## src/rtl/cpu_pkg.sv

```systemverilog
// Shared widths and capture-phase encoding for the CPU front end.
package cpu_pkg;

  localparam int unsigned OPCODE_W = 4;
  localparam int unsigned INSTR_W  = 12;
  localparam int unsigned NIB_W    = 4;

  // Capture phase; the encoding doubles as the index of the next nibble.
  typedef enum logic [1:0] {
    P_OP  = 2'd0,
    P_HI  = 2'd1,
    P_MID = 2'd2,
    P_LO  = 2'd3
  } phase_t;

endpackage

```

## src/rtl/btn_debounce.sv

```systemverilog
// Push-button conditioner: 2-flop sync, counter debounce, rising-edge pulse.
// With INSTR_LOADER_LONGPRESS_ABORT_EN defined, a saturating hold counter
// also emits a single long_press pulse once a hold reaches LONG_CYCLES.
module btn_debounce #(
  parameter int unsigned DEB_CYCLES  = 16,
  parameter int unsigned LONG_CYCLES = 1024
) (
  input  logic clk,
  input  logic rst_n,
  input  logic btn_raw,
  output logic level,
  output logic rise,
  output logic long_press
);

  localparam int unsigned DEB_W = $clog2(DEB_CYCLES);

  if (DEB_CYCLES < 2) begin : g_bad_deb_cycles
    $error("btn_debounce: DEB_CYCLES must be >= 2");
  end
  if (LONG_CYCLES < 2) begin : g_bad_long_cycles
    $error("btn_debounce: LONG_CYCLES must be >= 2");
  end

  logic             sync_q1;
  logic             sync_q2;
  logic [DEB_W-1:0] deb_cnt;
  logic             level_q;

  // Two-flop synchroniser for the asynchronous button.
  always_ff @(posedge clk) begin
    if (!rst_n) begin
      sync_q1 <= 1'b0;
      sync_q2 <= 1'b0;
    end else begin
      sync_q1 <= btn_raw;
      sync_q2 <= sync_q1;
    end
  end

  // Level follows the synced input only after DEB_CYCLES consecutive disagreements.
  always_ff @(posedge clk) begin
    if (!rst_n) begin
      level   <= 1'b0;
      deb_cnt <= '0;
    end else if (sync_q2 == level) begin
      deb_cnt <= '0;
    end else if (deb_cnt == DEB_W'(DEB_CYCLES - 1)) begin
      level   <= sync_q2;
      deb_cnt <= '0;
    end else begin
      deb_cnt <= deb_cnt + DEB_W'(1);
    end
  end

  // Registered single-cycle pulse on each debounced rising edge.
  always_ff @(posedge clk) begin
    if (!rst_n) begin
      level_q <= 1'b0;
      rise    <= 1'b0;
    end else begin
      level_q <= level;
      rise    <= level & ~level_q;
    end
  end

`ifdef INSTR_LOADER_LONGPRESS_ABORT_EN
  localparam int unsigned HOLD_W = $clog2(LONG_CYCLES + 1);

  logic [HOLD_W-1:0] hold_cnt;

  // Saturating hold counter; saturation makes the pulse fire once per hold.
  always_ff @(posedge clk) begin
    if (!rst_n) begin
      hold_cnt   <= '0;
      long_press <= 1'b0;
    end else begin
      long_press <= level && (hold_cnt == HOLD_W'(LONG_CYCLES - 1));
      if (!level) begin
        hold_cnt <= '0;
      end else if (hold_cnt != HOLD_W'(LONG_CYCLES)) begin
        hold_cnt <= hold_cnt + HOLD_W'(1);
      end
    end
  end
`else
  assign long_press = 1'b0;
`endif

endmodule

```

## src/rtl/instr_loader.sv

```systemverilog
// Assembles a 16-bit instruction from four button-strobed switch nibbles and
// presents it to the bit-serial core with a one-cycle inst_done pulse.
// Optional long-press abort: define INSTR_LOADER_LONGPRESS_ABORT_EN.
module instr_loader
  import cpu_pkg::*;
#(
  parameter int unsigned DEB_CYCLES  = 16,
  parameter int unsigned LONG_CYCLES = 1024
) (
  input  logic                clk,
  input  logic                rst_n,
  input  logic [NIB_W-1:0]    nib_in,
  input  logic                btn_raw,
  output logic [OPCODE_W-1:0] opcode,
  output logic [INSTR_W-1:0]  instr,
  output logic                inst_done,
  output logic                btn_edge,
  output logic [1:0]          nib_idx
);

  logic [NIB_W-1:0] nib_q1;
  logic [NIB_W-1:0] nib_q2;
  logic             btn_level;
  logic             long_press;
  logic             abort;
  phase_t           phase;
  // Holds opcode, high and mid nibbles; the low nibble goes straight to instr.
  logic [11:0]      shadow;

  btn_debounce #(
    .DEB_CYCLES  (DEB_CYCLES),
    .LONG_CYCLES (LONG_CYCLES)
  ) u_btn (
    .clk        (clk),
    .rst_n      (rst_n),
    .btn_raw    (btn_raw),
    .level      (btn_level),
    .rise       (btn_edge),
    .long_press (long_press)
  );

  // An abort only counts while the button is still held.
  assign abort   = long_press & btn_level;
  assign nib_idx = phase;

  // Two-flop synchroniser for the switch nibble.
  always_ff @(posedge clk) begin
    if (!rst_n) begin
      nib_q1 <= '0;
      nib_q2 <= '0;
    end else begin
      nib_q1 <= nib_in;
      nib_q2 <= nib_q1;
    end
  end

  // Capture FSM: one nibble per button edge, commit on the fourth.
  always_ff @(posedge clk) begin
    if (!rst_n) begin
      phase     <= P_OP;
      shadow    <= '0;
      opcode    <= '0;
      instr     <= '0;
      inst_done <= 1'b0;
    end else begin
      inst_done <= 1'b0;
      if (abort) begin
        phase  <= P_OP;
        shadow <= '0;
      end else if (btn_edge) begin
        case (phase)
          P_OP: begin
            shadow[11:8] <= nib_q2;
            phase        <= P_HI;
          end
          P_HI: begin
            shadow[7:4] <= nib_q2;
            phase       <= P_MID;
          end
          P_MID: begin
            shadow[3:0] <= nib_q2;
            phase       <= P_LO;
          end
          P_LO: begin
            opcode    <= shadow[11:8];
            instr     <= {shadow[7:0], nib_q2};
            inst_done <= 1'b1;
            phase     <= P_OP;
          end
        endcase
      end
    end
  end

endmodule

```

## config.mk

```make
export PLATFORM = sky130hd
export DESIGN_NAME = instr_loader
export DESIGN_NICKNAME = d
export VERILOG_FILES = /design/src/rtl/cpu_pkg.sv /design/src/rtl/btn_debounce.sv /design/src/rtl/instr_loader.sv
export SDC_FILE = /design/constraint.sdc
export NUM_CORES = 1
export LEC_CHECK = 0
export BUFFER_PORTS_ARGS = -buffer_cell sky130_fd_sc_hd__buf_2
export CAP_MARGIN = 25
export CORE_MARGIN = 2
export CORE_UTILIZATION = 49
export DETAILED_ROUTE_END_ITERATION = 10
export PLACE_DENSITY = 0.73
export SYNTH_ARGS = -nofsm -noshare
export SYNTH_HDL_FRONTEND = slang
export SYNTH_SLANG_ARGS = --single-unit
```

## constraint.sdc

```tcl
create_clock -name clk -period 1.05 [get_ports clk]
set_input_delay 0.21 -clock clk [delete_from_list [all_inputs] [get_ports clk]]
set_output_delay 0.21 -clock clk [all_outputs]
set_load 0.01 [all_outputs]
```

## Word-level counts from Yosys, hierarchy flattened

Index checks and enable logic that the tools add are counted.

- Bits in read-only memories: 0
- Logic and storage cells: 35
- Latch bits: 0
- Output and inout port bits: 20
- Input port bits: 7
- Memories: 0
- RAM bits: 0
- Bits in registers: 48

- Div/mod/pow operators: 0
- $add $sub $neg: 1
- Shift-type cells: 0
- $mul: 0
- Reduce and logical (&&, ||, !) cells: 8
- Equal/unequal tests: 5
- Bitwise logic cells: 4
- $lt $le $gt $ge: 0
- Multiplexer cells: 2

Operators by type and width:

| cell | count |
|---|---|
| $reduce_and 2->1 | 6 |
| $pmux 2 s4 | 1 |
| $add 4x1->4 const B | 1 |
| $eq 2x2->1 const B | 2 |
| $eq 4x4->1 const B | 1 |
| $not 1->1 | 3 |
| $reduce_or 3->1 | 1 |
| $eq 2x1->1 const B | 1 |
| $logic_not 2->1 | 1 |
| $and 1x1->1 | 1 |
| $eq 1x1->1 | 1 |
| $mux 1 | 1 |

## Depth between registers and ports, before layout

Gate-level depths: netlist of the first run.

- Word-level depth: 3
- Gate-level depth with buffers: 6
- Gate-level depth less buffers: 5

## Hierarchy

From an unflattened synthesis of the first run, not the netlist that was laid out.

- Cell total of the unflattened synthesis: 187
- Area total of the unflattened synthesis: 1779.2 um^2

By module, submodules not included:

| module | area each (um^2) | times used | sequential area each (um^2) | cells each |
|---|---|---|---|---|
| instr_loader | 1468.9 | 1 | 780.7 | 158 |
| btn_debounce | 310.3 | 1 | 180.2 | 29 |

## Least setup slack after synthesis of the first run

OpenSTA, ideal clock, no wires.

- Path kind: register -> register
- Start point: reg phase[0], in the netlist nib_idx[0]
- End point: reg instr[10]
- Clock period less this slack: 1.206 ns
- Slack: -0.156 ns
- Data required time: 0.934 ns
- Arrival time: 1.090 ns
- Stages on the path, launching flop included: 7
- Setup time: 0.116 ns
- Path buffers: 2
- Cell sequence: dfxtp_1 -> ha_1 -> and2_1 -> buf_4 -> buf_6 -> nand2_1 -> a21boi_1

- Word-level cells in the longest chain between the ends: 2

RTL lines:

| what | line | text |
|---|---|---|
| start, declared | instr_loader.sv:26 | `phase_t phase;` |
| start signal, assigned | instr_loader.sv:60 | `phase <= P_OP;` |
| start signal, assigned | instr_loader.sv:68 | `phase <= P_OP;` |
| start signal, assigned | instr_loader.sv:74 | `phase <= P_HI;` |
| $eq 2x2->1 | instr_loader.sv:71 | `case (phase)` |
| $reduce_and 2->1 (no source line) | n/a |  |
| end signal, assigned | instr_loader.sv:86 | `instr <= {shadow[7:0], nib_q2};` |
| end, declared | instr_loader.sv:15 | `output logic [INSTR_W-1:0] instr,` |

Every way passes these cells.
A chain may end at the register's enable or synchronous reset.

## Worst setup path in the final report of the first run

- Start point: reg phase[1], in the netlist nib_idx[1]
- End point: out nib_idx[1]

RTL lines:

| what | line | text |
|---|---|---|
| end, declared | instr_loader.sv:18 | `output logic [1:0] nib_idx` |

No word-level cell between the ends.

==> flow_summary.yaml, run 1 <==
status:
  status: "finished, violations left"
  violations: "setup timing"
sta:
  max_clock_freq_mhz: 843
  finalHoldViolations: 0
  relSlewSlack: 0.853
  holdWs_ns: 0.0383
  fin_ws_ns: -0.136
  slew_viol_final: 0
  worst_pin_slew_ns: 0.220
  finalSetupViolCount: 29
  rsz0062_at_grt: "yes"
  post-route-min-period_ns: 1.19
  period_share: 1.13
  skew_ns: 0.0122
critical_path:
  cp.depth: 2
  cp_slowest_stage_delay_ns: 0.39
  r2r_cells: 6
  cp_num_buf_inv: 2
  end_kind: "primary output"
  worstSetupPathType: "flip-flop to primary output"
  worstSetupStartpointType: "flip-flop"
  cp_slowest_cell: "dfxtp_4"
  crit_chain: "buf_6 > buf_6"
  arrival_ns: 0.98
  required_ns: 0.84
  r2r_slack_ns: -0.13
  cpLargestDelayFamily: "flip-flops"
  crit_top_cell: "buf_6"
  cp_max_fo: 4
detailed_routing:
  wirelength_met1_mm: 1.56
  wl_met3_um: 164
  route.detailed.drc: 0
  top_layer_used: "met4"
  wl_per_cell_um: 13.6
  vias_per_cell: 5.02
  met2WireLength_mm: 2.02
  drtIter0Drc: 47
  firstDrtPassIters: 4
  dr_total_vias: 1406
  postRouteWirelength_mm: 3.81
  postRouteAntennaNets: 0
power:
  p_sw_frac: 0.201
  pwr-share-seq: 0.612
  clockPowerShare: 0.365
  powerDensity_nw_per_um2: 1200
  power.total_mw: 3.02
  pwr-share-comb: 0.023
  power.leakage_nw: 1.01
  power_switching_mw: 0.606
  cellInternalPower_mw: 2.41
  vdd_ir_drop_max_mv: 0.875
clocking:
  cts_tree: "done"
  cts_sinks: 48
  cts.path.max_buffers: 2
  htree_levels: 2
  cts-root-buf: "clkbuf_4"
  cts_hold_buf: 0
  clock_latency_ns: 0.37
  numCtsBuffers: 5
  clkTransAtPathRegs_ns: 0.12
hold_path:
  holdPathStages: 2
  hold_class: "input pin to flip-flop"
synthesis:
  yosysUniqueCellTypes: 20
  ys_warn_count: 0
  syn_nets: 196
  netlist_area_um2: 1730
  ys_seq_area_frac: 0.554
  synthCells: 184
  synth_area_per_cell_um2: 9.42
  ys_ff_latch: 48
global_route:
  antenna_found_initial: 0
  grt_overflow: 0
  grt_use_total: 0.177
  grt_pass1_vias: 1329
  grt_pass1_wl_mm: 5.50
  grt_start_max_net_pins: 26
final_layout:
  fin_nets: 245
  syn2layout_area_growth_pct: 44.9
  layout-drive-gt1-share: 0.517
  fillers: 234
  antenna_cells: 0
floorplan:
  die_h_um: 63.5
  pin_count: 27
  row_count: 21
  die_area_um2: 4030
  die_width_um: 63.5
  core_um2: 3360
  start_util: 0.516
place:
  numPortBuffers: 26
  dpl.hpwl_mm: 2.26
  finalWeightedCongestion: 0.740
flow_run:
  cap_violations: 0
[per-layer routing]
metal | vias to the layer above | global-route usage
met1 | 665 | 0.178
met3 | 6 | 0.0536
li1 | 696 | -
met2 | 39 | 0.326
met5 | - | 0
met4 | 0 | 0.0870
[flip-flops by register name, indices dropped and copies added, names as in the netlist]
name	flops
u_btn.deb_cnt	4
opcode	4
inst_done	1
u_btn.level	1
nib_q1	4
u_btn.level_q	1
u_btn.sync_q2	1
nib_idx	2
u_btn.rise	1
shadow	12
instr	12
u_btn.sync_q1	1
nib_q2	4
[final timing paths]
check / start / to
worst max-delay path: nib_idx[1]$_SDFFE_PN0P_ / nib_idx[1]
worst min-delay path: nib_in[3] / nib_q1[3]$_SDFF_PN0_
worst max register to register: nib_idx[0]$_SDFFE_PN0P_ / opcode[0]$_SDFFE_PN0P_
worst min register to register: u_btn.level_q$_SDFF_PN0_ / u_btn.rise$_SDFF_PN0_
[Yosys cell counts (all sizes together)]
| cell | instances | area share |
|---|---|---|
| clkbuf | 3 | 0.0072 |
| buf | 6 | 0.025 |
| dfxtp | 48 | 0.55 |
| a21oi | 1 | 0.0029 |
| o21ai | 1 | 0.0029 |
| mux2i | 2 | 0.012 |
| ha | 5 | 0.036 |
| nor2b | 3 | 0.011 |
| a21boi | 28 | 0.12 |
| xor2 | 3 | 0.015 |
| nand3 | 15 | 0.043 |
| and3 | 2 | 0.0072 |
| nor2 | 4 | 0.0087 |
| and2 | 12 | 0.043 |
| inv | 3 | 0.0065 |
| nand2 | 48 | 0.10 |
[through the flow]
stage,setup WS (ns),utilization,cell area [µm²],TNS (ns),std cells
finish,-0.136,0.747,2510,-1.95,280
global route,-0.182,0.747,2510,-3.98,280
CTS,-0.148,0.667,2240,-1.67,266
detailed placement,-0.113,0.583,1960,-0.658,255
global placement,-0.00716,0.583,1960,-0.0195,255
floorplan,-0.0502,-,1760,-0.502,184
[power groups by stage]
stage	sequential (mW)	combinational, mW	clock, mW
3_5_place_dp	1.89	0.0653	0
2_1_floorplan	1.88	0.0428	0
5_1_grt	1.85	0.0771	1.22
4_1_cts	1.85	0.0658	1.12
3_3_place_gp	1.89	0.0618	0
6_report	1.85	0.0687	1.10
[area by class of cell]
class | count | area [µm²] | share of cell area
inverters | 3 | 11.3 | 0.00448
repair buffers | 50 | 478 | 0.190
flip-flops and latches | 48 | 991 | 0.394
multi-input cells | 125 | 885 | 0.352
well taps | 46 | 57.6 | 0.0229
clock buffers | 8 | 90.1 | 0.0359
[cells by family (layout without fill, tap and decap cells)]
| group | count (synthesis) | count (layout) | share of synthesized area |
|---|---|---|---|
| muxes | 2 | 2 | 0.0115 |
| and+or+nand+nor | 84 | 85 | 0.217 |
| DFF | 48 | 48 | 0.554 |
| AOI/OAI and AO/OA | 30 | 30 | 0.127 |
| buffers and inverters | 12 | 61 | 0.0390 |
| adders and majority gates | 5 | 5 | 0.0361 |
| xor gates and xnor gates | 3 | 3 | 0.0152 |
[placed cells by master, fill, tap and decap left out, types with 3 or more instances in the layout]
master | Yosys | layout
nand2_4 | 0 | 7
buf_2 | 2 | 7
nand3_1 | 15 | 13
buf_6 | 1 | 24
dfxtp_1 | 48 | 28
a21boi_1 | 17 | 21
dfxtp_2 | 0 | 18
nor2b_1 | 3 | 3
xor2_1 | 3 | 3
buf_4 | 3 | 17
and2_1 | 12 | 11
nand2_2 | 0 | 21
clkbuf_4 | 0 | 5
a21boi_2 | 0 | 6
nand2_1 | 48 | 20
nor2_1 | 4 | 4
[repair_timing]
item,in CTS,in global routing
setup endpoints to repair,40,54
resized for setup,54,47
setup buffers,3,13
pin swaps,0,32
cloned,0,2
(Power assumes the default switching activity.)
==> run 2: changes to the inputs <==
--- a/config.mk
+++ b/config.mk
@@ -7,6 +7,7 @@
 export LEC_CHECK = 0
 export BUFFER_PORTS_ARGS = -buffer_cell sky130_fd_sc_hd__buf_2
 export CAP_MARGIN = 25
+export CORE_ASPECT_RATIO = 0.75
 export CORE_MARGIN = 2
 export CORE_UTILIZATION = 49
 export DETAILED_ROUTE_END_ITERATION = 10
==> run 2 against run 1 <==
The run still ends with setup timing left. Wire length shrank 14%. Via count shrank 7.3%. Sequential share of layout area grew 4.5 points. Fmax grew 7.6%. Largest cell class unchanged. Largest power group unchanged.
==> flow_summary.yaml, run 2 (same netlist as run 1, synthesis figures left out) <==
status:
  status: "finished, violations left"
  violations: "setup timing"
sta:
  fin_ws_ns: -0.0521
  relSlewSlack: 0.851
  tns_ns: -0.153
  finalHoldViolations: 0
  rsz0062_at_grt: "yes"
  max_clock_freq_mhz: 907
  slew_viol_final: 0
  finalSetupViolCount: 5
  skew_ns: 0.00311
  worst_pin_slew_ns: 0.223
  period_share: 1.05
  post-route-min-period_ns: 1.10
global_route:
  grt_use_total: 0.172
  grt_pass1_vias: 1202
  grt_start_max_net_pins: 24
  grt_overflow: 0
  antenna_found_initial: 0
  grt_pass1_wl_mm: 5.32
power:
  vdd_ir_drop_max_mv: 1.11
  p_sw_frac: 0.190
  powerDensity_nw_per_um2: 1440
  power_switching_mw: 0.604
  cellInternalPower_mw: 2.58
  power.leakage_nw: 0.905
  pwr-share-seq: 0.579
  clockPowerShare: 0.399
  pwr-share-comb: 0.023
final_layout:
  syn2layout_area_growth_pct: 27.6
  mostFrequentLayoutCell: "dfxtp_1"
  fillers: 268
  antenna_cells: 0
  fin_nets: 229
  reg_top3: "instr x12, shadow x12"
  layout-drive-gt1-share: 0.317
  postLayoutCoreUtil: 0.664
  final_cell_mix: "dfxtp_1, nand2_1, a21boi_1, buf_2, nand3_1"
floorplan:
  pin_count: 27
  row_count: 18
  core_um2: 3330
  die_area_um2: 4040
  start_util: 0.520
  die_h_um: 55.5
  die_width_um: 72.7
critical_path:
  cpLargestDelayFamily: "flip-flops"
  worstSetupStartpointType: "flip-flop"
  worstSetupPathType: "flip-flop to primary output"
  cp_max_fo: 4
  end_kind: "primary output"
  arrival_ns: 0.89
  crit_top_cell: "buf_6"
  cp_slowest_stage_delay_ns: 0.37
  required_ns: 0.84
  cp_slowest_cell: "dfxtp_4"
  crit_chain: "buf_6 > buf_6"
  cp_num_buf_inv: 2
clocking:
  clkTransAtPathRegs_ns: 0.08
  htree_levels: 2
  cts.path.max_buffers: 2
  cts_hold_buf: 0
  clock_latency_ns: 0.30
  cts_sinks: 48
  numCtsBuffers: 5
  cts-root-buf: "clkbuf_8"
  cts_tree: "done"
place:
  numPortBuffers: 26
  finalWeightedCongestion: 0.756
  dpl.hpwl_mm: 2.27
detailed_routing:
  route.detailed.drc: 0
  vias_per_cell: 5.05
  wl_per_cell_um: 12.7
  postRouteAntennaNets: 0
  drtIter0Drc: 70
  postRouteWirelength_mm: 3.28
  dr_total_vias: 1303
  firstDrtPassIters: 5
flow_run:
  cap_violations: 0
hold_path:
  hold_class: "input pin to flip-flop"
## run 2: layout make-up
cell class / instances / area, µm² / area share
Sequential cell: 48 / 973 / 0.440
Multi-Input combinational cell: 125 / 793 / 0.358
Timing Repair Buffer: 34 / 278 / 0.125
Clock buffer: 6 / 72.6 / 0.0328
Tap cell: 40 / 50.0 / 0.0226
Clock inverter: 2 / 35.0 / 0.0158
Inverter: 3 / 11.3 / 0.00509
## run 2: final timing paths
| check | start | end | slack [ns] | cells after the start |
|---|---|---|---|---|
| min | nib_in[0] | nib_q1[0]$_SDFF_PN0_ | 0.12 | 2 |
| max | nib_idx[0]$_SDFFE_PN0P_ | nib_idx[0] | -0.05 | 2 |
| min reg2reg | u_btn.level_q$_SDFF_PN0_ | u_btn.rise$_SDFF_PN0_ | 0.37 | 1 |
| max reg2reg | nib_idx[0]$_SDFFE_PN0P_ | shadow[11]$_SDFFE_PN0P_ | -0.03 | 5 |
## run 2: per-stage QoR
stage               setup WS [ns]  std cells  power, mW  instance area [µm²]  hold WS (ns)
floorplan                 -0.0502        184       1.93                 1760         0.337
global placement          -0.0369        247       1.95                 1960         0.373
detailed placement        -0.0991        247       1.96                 1960         0.372
CTS                       -0.0619        256       3.22                 2120         0.108
global route              -0.0816        258       3.32                 2210         0.108
finish                    -0.0521        258       3.18                 2210         0.115
## run 2: what timing repair did
action | CTS | global route
pin swaps | 1 | 12
gates resized for setup | 18 | 22
setup endpoints to repair | 23 | 35
buffers inserted | 0 | 1
cloned | 1 | 1
## run 2: power groups by stage
stage | sequential (mW) | combinational (mW) | clock, mW
6_report | 1.84 | 0.0720 | 1.27
5_1_grt | 1.85 | 0.0792 | 1.39
4_1_cts | 1.84 | 0.0714 | 1.31
3_5_place_dp | 1.89 | 0.0713 | 0
3_3_place_gp | 1.89 | 0.0678 | 0
2_1_floorplan | 1.88 | 0.0428 | 0
## run 2: routing by layer
metal,vias up,part of all wire,wire (µm),global-route usage
li1,665,-,-,-
met1,601,0.45,1480,0.211
met2,25,0.48,1570,0.273
met3,12,0.044,144,0.0712
met4,0,0.028,93,0.0582
met5,-,0,0,0
==> run 3: changes to the inputs <==
==> config.mk (replaced) <==
export PLATFORM = sky130hd
export DESIGN_NAME = instr_loader
export DESIGN_NICKNAME = d
export VERILOG_FILES = /design/src/rtl/cpu_pkg.sv /design/src/rtl/btn_debounce.sv /design/src/rtl/instr_loader.sv
export SDC_FILE = /design/constraint.sdc
export NUM_CORES = 1
export LEC_CHECK = 0
export CORE_ASPECT_RATIO = 0.75
export CORE_MARGIN = 2
export CORE_UTILIZATION = 50
export DETAILED_ROUTE_END_ITERATION = 10
export DONT_BUFFER_PORTS = 1
export PLACE_DENSITY = 0.68
export SYNTH_ARGS = -nofsm -noshare
export SYNTH_HDL_FRONTEND = slang
export SYNTH_SLANG_ARGS = --single-unit
==> run 3 against run 2 <==
The run still ends with setup timing left. Register-to-register slack hardly changed. Setup slack worse by 0.016 ns. Sequential power hardly changed. Global-route usage is 1.1 points higher. Wire length is 1.8% lower. Hold slack worse by 0.090 ns. Sequential share of layout area is 2.6 points higher. Sequential cell count stayed put. Via count is 4.7% lower. Cell count is 7.8% lower. Combinational power is 55% lower. Critical path type unchanged.
==> flow_summary.yaml, run 3 (same netlist as run 1, synthesis figures left out) <==
floorplan:
  pin_count: 27
  start_util: 0.524
  die_width_um: 72.0
  core_um2: 3310
  die_area_um2: 3960
  die_h_um: 55
  row_count: 18
critical_path:
  arrival_ns: 0.91
  worstSetupStartpointType: "flip-flop"
  worstSetupPathType: "flip-flop to primary output"
  cp_max_fo: 4
  r2r_slack_ns: -0.03
  required_ns: 0.84
  end_kind: "primary output"
power:
  pwr-share-seq: 0.628
  pwr-share-comb: 0.011
  clockPowerShare: 0.361
  p_sw_frac: 0.212
  cellInternalPower_mw: 2.32
  powerDensity_nw_per_um2: 1400
  power.total_mw: 2.94
  vdd_ir_drop_max_mv: 1.02
  power_switching_mw: 0.622
  power.leakage_nw: 0.775
clocking:
  cts_sinks: 48
  numCtsBuffers: 5
  htree_levels: 2
  clkTransAtPathRegs_ns: 0.09
  cts.path.max_buffers: 2
  cts-root-buf: "clkbuf_8"
  cts_hold_buf: 0
  clock_latency_ns: 0.30
  cts_tree: "done"
global_route:
  gr-usage-met2: 0.293
  antenna_found_initial: 0
  grt_overflow: 0
  grt_start_max_net_pins: 46
  grt_util_met1: 0.218
  grt_pass1_vias: 1160
  busiest_layer: "met2"
  grt_pass1_wl_mm: 5.31
  use_met3: 0.0543
  grt_use_total: 0.184
sta:
  rsz0062_at_grt: "yes"
  finalSetupViolCount: 12
  fin_ws_ns: -0.0678
  relSlewSlack: 0.846
  max_clock_freq_mhz: 895
  period_share: 1.06
  post-route-min-period_ns: 1.12
  skew_ns: 0.00608
  holdWs_ns: 0.0255
  worst_pin_slew_ns: 0.230
  slew_viol_final: 0
  finalHoldViolations: 0
detailed_routing:
  wl_per_cell_um: 13.5
  firstDrtPassIters: 4
  postRouteAntennaNets: 0
  postRouteWirelength_mm: 3.22
  drtIter0Drc: 72
  vias_per_cell: 5.22
  route.detailed.drc: 0
  dr_total_vias: 1242
place:
  finalWeightedCongestion: 0.824
  dp_worst_setup_slack_ns: -0.0836
  dp.cells: 226
  placedInstanceArea_um2: 1830
  dpl.hpwl_mm: 2.15
  numPortBuffers: 0
final_layout:
  fillers: 257
  antenna_cells: 0
  mostFrequentLayoutCell: "dfxtp_1"
  fin_nets: 209
  finalNonFillerCells: 238
  finalInstanceArea_um2: 2090
  final_cell_mix: "dfxtp_1, nand2_1, a21boi_1"
  layout-drive-gt1-share: 0.278
  reg_top3: "instr x12, shadow x12"
  syn2layout_area_growth_pct: 20.6
status:
  status: "finished, violations left"
  violations: "setup timing"
flow_run:
  cap_violations: 0
hold_path:
  hold_class: "input pin to flip-flop"
## run 3: changes by cell type in the layout (fill, tap and decap cells not counted), moves of 2 or more
cell        previous run  this run
a21boi_1              24        26
buf_12                 4         0
buf_2                 24         0
buf_4                  1         7
buf_6                  4         7
clkinvlp_4             0         2
ha_2                   4         1
ha_4                   1         4
inv_1                  3         1
nand2_1               35        31
nand2_2               12        15
## run 3: power groups by stage
stage	Clock, mW	Sequential, mW	Combinational [mW]
after detailed placement	0	1.89	0.0310
after CTS	1.11	1.84	0.0316
after floorplan	0	1.88	0.0428
after global placement	0	1.89	0.0302
final	1.06	1.84	0.0322
after global routing	1.18	1.85	0.0357
## run 3: layout make-up
| type | instances | area, µm² | area share |
|---|---|---|---|
| sequential | 48 | 975 | 0.466 |
| multi-input combinational | 125 | 835 | 0.399 |
| timing repair buffer | 14 | 131 | 0.0628 |
| clock buffer | 5 | 68.8 | 0.0329 |
| tap | 40 | 50.0 | 0.0239 |
| clock inverter | 3 | 18.8 | 0.00897 |
| inverter | 3 | 13.8 | 0.00658 |
## run 3: critical path, stage by stage, from the launching register on
cell     delay (ns)
dfxtp_4        0.38
buf_6          0.12
buf_6          0.11
## run 3: per-layer routing
metal  share of wire  wire length (µm)
met5               0                 0
met4           0.038               121
met3           0.051               163
met2            0.45              1470
met1            0.46              1470
## run 3: worst paths after layout
kind	startpoint	end	cells past startpoint
worst min-delay path	nib_in[2]	nib_q1[2]$_SDFF_PN0_	1
worst max-delay path	nib_idx[0]$_SDFFE_PN0P_	nib_idx[0]	2
worst max register to register	nib_idx[1]$_SDFFE_PN0P_	instr[3]$_SDFFE_PN0P_	4
worst min register to register	u_btn.level_q$_SDFF_PN0_	u_btn.rise$_SDFF_PN0_	1
## run 3: timing repair
action	CTS	global route
pin swaps	5	11
gates cloned	2	0
setup buffers	0	2
resized for setup	29	27
endpoints found under the setup margin	30	35
## run 3: through the flow
stage,util,setup TNS (ns)
floorplan,-,-0.502
global placement,0.554,0
detailed placement,0.554,-0.454
CTS,0.606,-0.468
global route,0.632,-1.49
finish,0.632,-0.253
